### src/rtl/issue_hazard_controller.sv
// Issue scoreboard: timing wheel of in-flight register writes, hazard stalls, wb strobe.
// Optional ISSUE_FORWARD_EN: a reader may issue in the cycle its source retires.
module issue_hazard_controller #(
  parameter int NREG    = 16,
  parameter int LAT_IMM = 1,
  parameter int LAT_ALU = 2,
  parameter int LAT_MEM = 3
) (
  input  logic                         clk,
  input  logic                         rst,
  input  logic                         dec_valid,
  input  logic [$clog2(NREG)-1:0]      dec_rs1,
  input  logic [$clog2(NREG)-1:0]      dec_rs2,
  input  logic                         dec_rs1_used,
  input  logic                         dec_rs2_used,
  input  logic [$clog2(NREG)-1:0]      dec_rd,
  input  logic                         dec_reg_we,
  input  logic [1:0]                   dec_write_from,
  input  logic                         dec_mem_write,
  output logic                         issue_ready,
  output logic                         wb_valid,
  output logic [$clog2(NREG)-1:0]      wb_reg,
  output logic [1:0]                   wb_from,
  output logic [NREG-1:0]              busy_mask,
  output logic [$clog2(LAT_MEM+1)-1:0] loads_inflight
);

  localparam int RW = $clog2(NREG);
  localparam int LW = $clog2(LAT_MEM+1);

  logic          w_v [LAT_MEM];
  logic [RW-1:0] w_r [LAT_MEM];
  logic [1:0]    w_f [LAT_MEM];
  logic          n_v [LAT_MEM];
  logic [RW-1:0] n_r [LAT_MEM];
  logic [1:0]    n_f [LAT_MEM];

  logic [NREG-1:0] n_mask;
  logic [LW-1:0]   n_cnt;

  int   lat;
  logic raw1, raw2, raw, waw, port, order;
  logic issue;

  function automatic int lat_of(input logic [1:0] f);
    case (f)
      2'b00:   return LAT_MEM;
      2'b10:   return LAT_IMM;
      default: return LAT_ALU;
    endcase
  endfunction

  // Slot 0 is the write retiring this cycle.
  assign wb_valid = w_v[0];
  assign wb_reg   = w_r[0];
  assign wb_from  = w_f[0];

  // Hazard detection against the current wheel contents.
  always_comb begin
    lat  = lat_of(dec_write_from);
    raw1 = dec_rs1_used && busy_mask[dec_rs1];
    raw2 = dec_rs2_used && busy_mask[dec_rs2];
`ifdef ISSUE_FORWARD_EN
    if (wb_valid && wb_reg == dec_rs1) raw1 = 1'b0;
    if (wb_valid && wb_reg == dec_rs2) raw2 = 1'b0;
`endif
    raw   = (dec_reg_we || dec_mem_write) && (raw1 || raw2);
    waw   = dec_reg_we && busy_mask[dec_rd]
            && !(wb_valid && wb_reg == dec_rd);
    // Slot lat-1 after the shift holds what is in slot lat now.
    port  = 1'b0;
    for (int j = 1; j < LAT_MEM; j++) begin
      if (dec_reg_we && j == lat && w_v[j]) port = 1'b1;
    end
    order = dec_mem_write && (loads_inflight != '0);
    issue_ready = !dec_valid || !(raw || waw || port || order);
    issue = dec_valid && issue_ready && dec_reg_we;
  end

  // Next wheel: shift toward slot 0, then drop the new write into its slot.
  always_comb begin
    for (int j = 0; j < LAT_MEM - 1; j++) begin
      n_v[j] = w_v[j+1];
      n_r[j] = w_r[j+1];
      n_f[j] = w_f[j+1];
    end
    n_v[LAT_MEM-1] = 1'b0;
    n_r[LAT_MEM-1] = '0;
    n_f[LAT_MEM-1] = '0;
    if (issue) begin
      for (int j = 0; j < LAT_MEM; j++) begin
        if (j == lat - 1) begin
          n_v[j] = 1'b1;
          n_r[j] = dec_rd;
          n_f[j] = dec_write_from;
        end
      end
    end
    n_mask = '0;
    n_cnt  = '0;
    for (int j = 0; j < LAT_MEM; j++) begin
      if (n_v[j]) begin
        n_mask[n_r[j]] = 1'b1;
        if (n_f[j] == 2'b00) n_cnt = n_cnt + LW'(1);
      end
    end
  end

  // Wheel, busy mask and load count registers.
  always_ff @(posedge clk) begin
    if (rst) begin
      for (int j = 0; j < LAT_MEM; j++) begin
        w_v[j] <= 1'b0;
        w_r[j] <= '0;
        w_f[j] <= '0;
      end
      busy_mask      <= '0;
      loads_inflight <= '0;
    end else begin
      for (int j = 0; j < LAT_MEM; j++) begin
        w_v[j] <= n_v[j];
        w_r[j] <= n_r[j];
        w_f[j] <= n_f[j];
      end
      busy_mask      <= n_mask;
      loads_inflight <= n_cnt;
    end
  end

endmodule
### config.mk
export PLATFORM = sky130hd
export DESIGN_NAME = issue_hazard_controller
export DESIGN_NICKNAME = d
export VERILOG_FILES = /design/src/rtl/issue_hazard_controller.sv
export SDC_FILE = /design/constraint.sdc
export NUM_CORES = 1
export LEC_CHECK = 0
export CORE_AREA = 5 5 71 73
export CTS_CLUSTER_SIZE = 40
export DETAILED_ROUTE_END_ITERATION = 10
export DIE_AREA = 0 0 76 78
export PLACE_DENSITY = 0.87
export SYNTH_ARGS = -nofsm -noshare
export SYNTH_HDL_FRONTEND = slang
export SYNTH_SLANG_ARGS = --single-unit
### constraint.sdc
create_clock -name clk -period 9.35 [get_ports clk]
set_input_delay 0.935 -clock clk [delete_from_list [all_inputs] [get_ports clk]]
set_output_delay 0.935 -clock clk [all_outputs]
set_load 0.01 [all_outputs]
==> metrics.cfg <==
[placed_design]
gp_congestion = 0.943
dp_hpwl_mm = 4.37
pre_cts_ws_ps = 4330
port_buffers = 46

[yosys]
synth_compound_area_share_pct = 18.6
async_reset_ff_share_pct = 0
synthFlopType = dfxtp_1
synth_xor_area_share_pct = 1.53
synthAdderAreaFrac_pct = 0.547
yosys.area_share.simple_pct = 23.4
yosysUniqueCellTypes = 48
syn-instance-count = 255
ys_ff_latch = 39
synthMuxAreaShare_pct = 15.5
synth_area_leaders = dfxtp_1 (34%), mux2i_1 (9.6%), nor2_1 (3.8%)
synth-edff-count = 0
syn_area_um2 = 2290
yosys_warnings = 0
syn_area_per_cell_um2 = 8.97
yosysTopAreaCell = dfxtp_1
synth_top_area_share_pct = 34.1
yosysSeqAreaShare_pct = 34.1
synth_top_family_by_area = simple AND/OR/NAND/NOR gates

[floorplanning]
rows = 24
die_y_um = 78
start_util_pct = 53.3
die_x_um = 76
core-area_um2 = 4290
io_pins = 47
die_area_um2 = 5930

[critical_path]
max_stage_delay_ps = 920
crit_buf_inv = 1
cp.required_ps = 9560
crit_slowest_cell = clkdlybuf4s50_1
path_max_fanout = 17
r2r-start = busy_mask[0]$_SDFF_PP0_
cp.arrival_ps = 4950
crit_top_cell = nand2b_1
crit_cells = 13
cp-start-kind = input pin
worst_setup_path_end_kind = register
path_cells = clkdlybuf4s50_1 -> mux4_2 -> mux2i_1 -> a22oi_1 -> a31o_4 -> or4_4 -> nor3b_1 -> ha_1 -> nand2b_1 -> o21ai_0 -> nand2b_1 -> o211ai_1 -> a221oi_1
worst-r2r-setup-slack_ps = 5860
cp_top_family = simple AND/OR/NAND/NOR gates
rr_worst_depth = 11
critPathKind = in2reg
timing.rr.end = loads_inflight[0]$_SDFF_PP0_

[finish]
final_cell_mix = clkdlybuf4s50_1 (46), dfxtp_1 (39), nor2_1 (23)
diodes = 0
drive_above_1_share_pct = 8.90
final_common_cell = clkdlybuf4s50_1
syn_to_final_growth_pct = 23.8
fin_nets = 313

[route]
wl_mm = 6.00
routed_via_density = 6.13
wl_per_cell_um = 17.4
remaining_drc_errors = 0
vias = 2108
drt_pass1_iterations = 5
drtIter0Drc = 137
ant_nets = 0

[timing]
worst_pin_slew_ps = 896
finalSetupTns_ps = 0
grt_setup_unrepaired = no
max_freq_mhz = 211
worst_slack_ps = 4610
hold_viol_final = 0
setup_viol = 0
period_needed_ps = 4740
worst_hold_slack_ps = 457
post-route-period-util_pct = 50.7
skew_ps = 10.2
slew_headroom_pct = 39.9
drv_slew = 0

[cts]
post_cts_buffers = 0
cts_tree = done
clkSinkCount = 39
cts_resized = 0
root_buffer = clkbuf_8
numCtsBuffers = 5
clockBufferDepth = 2
hold_buffers = 0
clkTransAtPathRegs_ps = 80
h-tree-depth = 2
clock_latency_ps = 300

[power_and_ir_drop]
vdd_drop_max_v = 0.000113
leakage_nw = 1.06
power_density_nw_per_um2 = 131

[global_route]
gr-total-overflow = 0
grtUsageTotal_pct = 20.1
grt_pass1_vias = 1979
grt_pass1_wl_mm = 9.96
grt_start_max_net_pins = 34
grt_antenna_before_repair = 0

[outcome]
status = finished, final reports clean

[min_path]
hp-class = reg2reg
hold_depth = 2
hold_path_end = w_f[0][2]$_SDFF_PP0_
min_from = w_f[0][4]$_SDFF_PP0_

[run]
cap_violations = 0

[cells by family (layout without fill, tap and decap cells)]
group                    Yosys count  in the layout
AO/OA/AOI/OAI                     55             55
AND/OR/NAND/NOR                   98             98
buffers and inverters             26             62
multiplexers                      31             31
adder cells (fa/ha/maj)            1              1
other                              1              2
flip-flops                        39             39
XOR/XNOR                           4              4
[routing by layer]
layer  vias up  track usage, %  wire, µm
met1      1005            26.2      2570
met4         0            7.65       107
met3        10            3.47       383
li1       1016               -         -
met5         -               0         0
met2        77            33.0      2950
[worst register-to-register path: stages, from the launching register on]
cell      delay, ps
dfxtp_1         360
mux2_1          290
o311ai_0        420
nand4_1         370
or4_4           680
nor3b_1         190
ha_1            320
nand2b_1        180
o21ai_0         110
nand2b_1        130
o211ai_1         80
a221oi_1        290
[through the flow]
step	total power [mW]	area, µm²	instances	util [%]
finish	0.372	2830	344	66.0
global route	0.385	2830	344	66.0
CTS	0.374	2830	344	66.0
detailed placement	0.226	2710	336	63.1
global placement	0.226	2710	336	63.1
floorplan	0.208	2290	256	-
[worst max-delay path by stage]
stage	start	to	slack, ps
floorplan	dec_rs2[2]	loads_inflight[0]$_SDFF_PP0_	5430
global placement	dec_rd[0]	loads_inflight[0]$_SDFF_PP0_	4440
detailed placement	dec_rd[0]	loads_inflight[0]$_SDFF_PP0_	4330
CTS	dec_rd[0]	loads_inflight[0]$_SDFF_PP0_	4620
global route	dec_rd[0]	loads_inflight[0]$_SDFF_PP0_	4360
finish	dec_rd[0]	loads_inflight[0]$_SDFF_PP0_	4610
[cells in the mapped netlist, types with 3 or more instances]
cell and count:
a21oi_1 3, a22oi_1 9, a31oi_1 6, a32oi_1 4
and2_1 7, and3_1 5, buf_2 4, buf_4 6
clkbuf_1 7, dfxtp_1 39, inv_1 7, mux2_2 4
mux2i_1 22, mux4_2 3, nand2_1 17, nand2b_1 6
nand3_1 8, nand4_1 3, nor2_1 23, nor2b_1 13
nor3_1 4, nor3b_1 3, o211ai_1 4, o21ai_0 4
o22ai_1 8, o311ai_0 4, o32ai_1 4, or2_2 3
xor2_1 3
[registers in the layout (all words and copies together), names as in the netlist]
register,cells
w_r,12
w_v,3
w_f,6
busy_mask,16
loads_inflight,2
[area by class of cell]
cell class	count	area [µm²]
Tap cell	52	65.1
Multi-Input combinational cell	191	1370
Clock inverter	2	38.8
Fill cell	346	1460
Sequential cell	39	781
Timing Repair Buffer	47	468
Inverter	7	26.3
Clock buffer	6	82.6
[where the power goes]
| part | leakage [nW] | total, mW | switching (mW) | internal [mW] |
|---|---|---|---|---|
| clock | 0.0618 | 0.148 | 0.0603 | 0.0877 |
| combinational | 0.680 | 0.0516 | 0.0273 | 0.0243 |
| sequential | 0.316 | 0.172 | 0.00259 | 0.169 |
| total | 1.06 | 0.372 | 0.0902 | 0.281 |
No activity file was read; power rests on OpenSTA's default activity.
